File: src/rtl/ci_if_hs_multi.sv
// Multi-channel req/ack crossing: four-phase handshake (ACK_EN=1) or toggle mode; o_sen 3, o_rdy 6 cycles after i_req (SYNC=2).
// No backpressure: a request arriving while its channel is busy is dropped, flagged on o_drop and counted.
module ci_if_hs_multi #(
   parameter int CH     = 4,
   parameter int SYNC   = 2,
   parameter int ACK_EN = 1
) (
   input  logic          i_clk,
   input  logic          i_rst_n,
   input  logic          i_ena_m,
   input  logic          i_ena_s,
   input  logic [CH-1:0] i_req,
   input  logic          i_drop_clr,
   output logic [CH-1:0] o_sen,
   output logic [CH-1:0] o_rdy,
   output logic [CH-1:0] o_busy,
   output logic [CH-1:0] o_drop,
   output logic [7:0]    o_drop_cnt
);

   typedef enum logic [1:0] {ST_IDLE, ST_REQ, ST_ACK} st_t;

   st_t             state     [CH];
   st_t             state_nxt [CH];
   logic [SYNC-1:0] s_q       [CH];
   logic [SYNC-1:0] a_q       [CH];
   logic [CH-1:0]   r_m;
   logic [CH-1:0]   r_m_nxt;
   logic [CH-1:0]   rdy_nxt;
   logic [CH-1:0]   sen_nxt;
   logic [CH-1:0]   drop_now;
   logic [4:0]      drop_pop;
   logic [8:0]      cnt_sum;
   logic [7:0]      cnt_nxt;

   always_ff @(posedge i_clk) begin
      for (int i = 0; i < CH; i++) begin
         if (!i_rst_n) begin
            state[i] <= ST_IDLE;
         end else begin
            state[i] <= state_nxt[i];
         end
      end
   end

   always_comb begin
      for (int i = 0; i < CH; i++) begin
         state_nxt[i] = state[i];
         if (ACK_EN != 0 && i_ena_m) begin
            case (state[i])
               ST_IDLE: if (i_req[i])           state_nxt[i] = ST_REQ;
               ST_REQ:  if (a_q[i][SYNC-1])     state_nxt[i] = ST_ACK;
               ST_ACK:  if (!a_q[i][SYNC-1])    state_nxt[i] = ST_IDLE;
               default:                         state_nxt[i] = ST_IDLE;
            endcase
         end
      end
   end

   always_comb begin
      r_m_nxt  = r_m;
      rdy_nxt  = '0;
      drop_now = '0;
      sen_nxt  = '0;
      o_busy   = '0;
      for (int i = 0; i < CH; i++) begin
         if (ACK_EN != 0) begin
            if (i_ena_m) begin
               if (state[i] == ST_IDLE && i_req[i]) r_m_nxt[i] = 1'b1;
               if (state[i] == ST_REQ && a_q[i][SYNC-1]) begin
                  r_m_nxt[i] = 1'b0;
                  rdy_nxt[i] = 1'b1;
               end
               drop_now[i] = i_req[i] && (state[i] != ST_IDLE);
            end
            o_busy[i]  = (state[i] != ST_IDLE);
            sen_nxt[i] = i_ena_s && s_q[i][SYNC-2] && !s_q[i][SYNC-1];
         end else begin
            if (i_ena_m && i_req[i]) r_m_nxt[i] = ~r_m[i];
            // Toggle mode: every level change seen at the slave is one event
            sen_nxt[i] = i_ena_s && (s_q[i][SYNC-2] ^ s_q[i][SYNC-1]);
         end
      end
   end

   always_comb begin
      drop_pop = '0;
      for (int i = 0; i < CH; i++) begin
         drop_pop = drop_pop + 5'(drop_now[i]);
      end
      cnt_sum = {1'b0, o_drop_cnt} + {4'b0, drop_pop};
      // Clear discards history only; this cycle's drops still count
      if (i_drop_clr) begin
         cnt_nxt = {3'b0, drop_pop};
      end else if (cnt_sum[8]) begin
         cnt_nxt = 8'hFF;
      end else begin
         cnt_nxt = cnt_sum[7:0];
      end
   end

   always_ff @(posedge i_clk) begin
      if (!i_rst_n) begin
         r_m        <= '0;
         o_sen      <= '0;
         o_rdy      <= '0;
         o_drop     <= '0;
         o_drop_cnt <= '0;
         for (int i = 0; i < CH; i++) begin
            s_q[i] <= '0;
            a_q[i] <= '0;
         end
      end else begin
         r_m        <= r_m_nxt;
         o_sen      <= sen_nxt;
         o_rdy      <= rdy_nxt;
         o_drop     <= drop_now;
         o_drop_cnt <= cnt_nxt;
         for (int i = 0; i < CH; i++) begin
            if (i_ena_s) s_q[i] <= {s_q[i][SYNC-2:0], r_m[i]};
            if (i_ena_m && ACK_EN != 0) a_q[i] <= {a_q[i][SYNC-2:0], s_q[i][SYNC-1]};
         end
      end
   end

endmodule
File: config.mk
export PLATFORM = sky130hd
export DESIGN_NAME = ci_if_hs_multi
export DESIGN_NICKNAME = d
export VERILOG_FILES = /design/src/rtl/ci_if_hs_multi.sv
export SDC_FILE = /design/constraint.sdc
export NUM_CORES = 1
export LEC_CHECK = 0
export CORE_MARGIN = 4
export CORE_UTILIZATION = 55
export CTS_BUF_LIST = sky130_fd_sc_hd__clkbuf_8
export CTS_CLUSTER_DIAMETER = 50
export DETAILED_ROUTE_END_ITERATION = 8
export PLACE_DENSITY = 0.86
export SLEW_MARGIN = 40
export SYNTH_ARGS = -nofsm -noshare
export SYNTH_HDL_FRONTEND = slang
export SYNTH_SLANG_ARGS = --single-unit
File: constraint.sdc
create_clock -name i_clk -period 4.4 [get_ports i_clk]
set_clock_uncertainty 0.05 [all_clocks]
set_input_delay 0.88 -clock i_clk [delete_from_list [all_inputs] [get_ports i_clk]]
set_output_delay 0.88 -clock i_clk [all_outputs]
set_load 0.05 [all_outputs]
==> impl_metrics.env <==
export IMPL_holdWs_ns=0.374
export IMPL_hold_path_class="reg2reg"
export IMPL_grtUsageMet2_pct=31.0
export IMPL_fmax_mhz=261
export IMPL_synth_edf_count=16
export IMPL_rsz0062_at_grt="false"
export IMPL_final_area_um2=2460
export IMPL_cts_sinks=48
export IMPL_outcome="complete, no violations"
export IMPL_cts_resized=0
export IMPL_required_ns=4.58
export IMPL_via_per_inst=5.57
export IMPL_mappedNetlistNets=210
export IMPL_seq_area_frac_synth_pct=55.8
export IMPL_die_h_um=68.5
export IMPL_worstReg2RegEnd="o_drop_cnt[3]"
export IMPL_area_growth_pct=22.2
export IMPL_wl_mm=4.02
export IMPL_hold_depth=1
export IMPL_htreeDepth=2
export IMPL_io_buffers=32
export IMPL_dp_hpwl_mm=2.83
export IMPL_critPathKind="in2reg"
export IMPL_yosys_area_top_type="dfxtp_1"
export IMPL_path_max_fanout=4
export IMPL_cp_arrival_ns=4.02
export IMPL_firstDrtPassIters=4
export IMPL_synth_top_area_share_pct=31.9
export IMPL_setup_tns_ns=0
export IMPL_die_x_um=68.5
export IMPL_path_clk_slew_ns=0.08
export IMPL_final_util_pct=71.4
export IMPL_dpl_cell_area_um2=2370
export IMPL_setup_viol=0
export IMPL_initial_core_util_pct=58.4
export IMPL_crit_path_start="i_req[1]"
export IMPL_num_vias=1532
export IMPL_slew_headroom_pct=64.9
export IMPL_drt_iter0_drc=142
export IMPL_postCtsSetupBuffers=0
export IMPL_p_leak_nw=1.04
export IMPL_place_inst=267
export IMPL_powerDensity_nw_per_um2=342
export IMPL_cp_start_kind="input port"
export IMPL_fin_crit_sh_pct=87.2
export IMPL_hp_start="s_q[3][1]"
export IMPL_internal_power_mw=0.623
export IMPL_grt_pass1_wl_mm=6.64
export IMPL_antenna_cells=0
export IMPL_reg2reg_slack_ns=1.07
export IMPL_synthArstFlopShare_pct=0
export IMPL_post_place_ws_ns=0.237
export IMPL_cts_buffers=5
export IMPL_switching_share_pct=25.9
export IMPL_clockBufferDepth=2
export IMPL_clk_latency_ns=0.30
export IMPL_num_fill_cells=254
export IMPL_grt_overflow_total=0
export IMPL_antenna_found_initial=0
export IMPL_tightest_slew_ns=0.526
export IMPL_layout_nets=244
export IMPL_gr_usage_met3_pct=5.58
export IMPL_wire_per_inst_um=14.6
export IMPL_combPwrFrac_pct=12.2
export IMPL_layout_cells_non_filler=275
export IMPL_cts_hold_buf=0
export IMPL_finalCriticalPeriod_ns=3.83
export IMPL_cap_violations=0
export IMPL_power_frac_seq_pct=58.1
export IMPL_drt_drc_violations_left=0
export IMPL_top_usage_layer="met2"
export IMPL_r2r_start="state[1][1]"
export IMPL_ys_types=35
export IMPL_grt_start_max_net_pins=38
export IMPL_grt_usage_pct=19.4
export IMPL_grt_pass1_vias=1450
export IMPL_rows=21
export IMPL_power_clock_fraction_pct=29.7
export IMPL_timing_final_hold_violations=0
export IMPL_synth_area_per_cell_um2=10.4
export IMPL_r2r_cells=13
export IMPL_io_pins=33
export IMPL_syn_area_um2=2010
export IMPL_cp_end_kind="flop"
export IMPL_layout_drive_gt1_share_pct=5.24
export IMPL_met1_usage_pct=24.3
export IMPL_ir_worst_vdd_mv=0.193
export IMPL_mostFrequentLayoutCells="clkdlybuf4s50_1, dfxtp_1, and3_1, inv_1, edfxtp_1"
export IMPL_core_area_um2=3440
export IMPL_synth_area_leaders="dfxtp_1, edfxtp_1, and3_1"
export IMPL_ant_nets=0
export IMPL_finalMaxSlewViolations=0
export IMPL_min_to="o_sen[3]"
export IMPL_synthCells=194
export IMPL_cts_tree="yes"
export IMPL_die_area_um2=4690
export IMPL_gp_congestion=0.854
export IMPL_fin_ws_ns=0.565
export IMPL_ys_ff_latch=48
export IMPL_p_sw_mw=0.218
export IMPL_ys_dominant_reg_cell="dfxtp_1"
export IMPL_synth_warnings=0
export IMPL_root_buffer="clkbuf_8"
export IMPL_total_power_mw=0.840
## power by group through the flow
stage / clock (mW) / combinational, mW / sequential, mW
CTS: 0.252 / 0.103 / 0.488
detailed placement: 0 / 0.102 / 0.498
global route: 0.273 / 0.112 / 0.490
global placement: 0 / 0.0997 / 0.498
finish: 0.250 / 0.102 / 0.488
floorplan: 0 / 0.0545 / 0.508
## metal layers
metal	wire length [µm]	part of all wire (%)
met4	68	1.7
met2	1960	49
met1	1780	44
met5	0	0
met3	210	5.2
## registers in the layout, summed over array words and instances (netlist names)
signal / count
a_q: 8
o_drop_cnt: 8
s_q: 8
state: 8
o_drop: 4
o_rdy: 4
o_sen: 4
r_m: 4
## cell usage after synthesis, drive strengths merged (2+ instances only)
| cell type | instances |
|---|---|
| a21o | 3 |
| nor2 | 10 |
| clkbuf | 5 |
| a21oi | 3 |
| nor3 | 2 |
| nand3 | 5 |
| buf | 2 |
| a21boi | 4 |
| o21ai | 12 |
| dfxtp | 32 |
| nand2b | 2 |
| fa | 2 |
| ha | 5 |
| inv | 17 |
| nand2 | 12 |
| nor4b | 3 |
| and2 | 3 |
| nand4b | 4 |
| nor4 | 2 |
| nor2b | 9 |
| and3 | 22 |
| a31oi | 6 |
| a32oi | 3 |
| edfxtp | 16 |
## worst max-delay path by stage
stage | endpoint | slack, ns | depth (start not counted)
CTS | o_drop_cnt[3] | 0.57 | 12
global route | o_drop_cnt[3] | 0.37 | 12
detailed placement | o_drop_cnt[3] | 0.24 | 12
finish | o_drop_cnt[3] | 0.57 | 12
floorplan | o_drop_cnt[3] | 0.63 | 13
global placement | o_drop_cnt[3] | 0.37 | 12
## cells by family after synthesis
group	synth area share, %
xor gates and xnor gates	0.436
and+or+nand+nor	21.6
muxes	0.498
AOI/OAI and AO/OA	12.0
adders and majority gates	5.10
buffers and inverters	4.60
DFF	55.8
## layout make-up
class / count / area, µm² / share of cell area (%)
clock buffers: 5 / 68.8 / 2.80
multi-input cells: 122 / 797 / 32.4
flip-flops and latches: 48 / 1120 / 45.6
clock inverters: 3 / 13.8 / 0.560
well taps: 46 / 57.6 / 2.34
repair buffers: 34 / 335 / 13.6
inverters: 17 / 63.8 / 2.60
## critical path, cell delays in order
cell and delay [ns]:
clkdlybuf4s50_1 0.55, nand3_1 0.13, fa_1 0.55, inv_1 0.05, ha_1 0.17, ha_1 0.32, inv_1 0.07, fa_1 0.41
and2b_2 0.26, nor2_1 0.07, or3b_1 0.38, a31oi_1 0.15
Note: power is estimated with default switching activity, not from simulation.
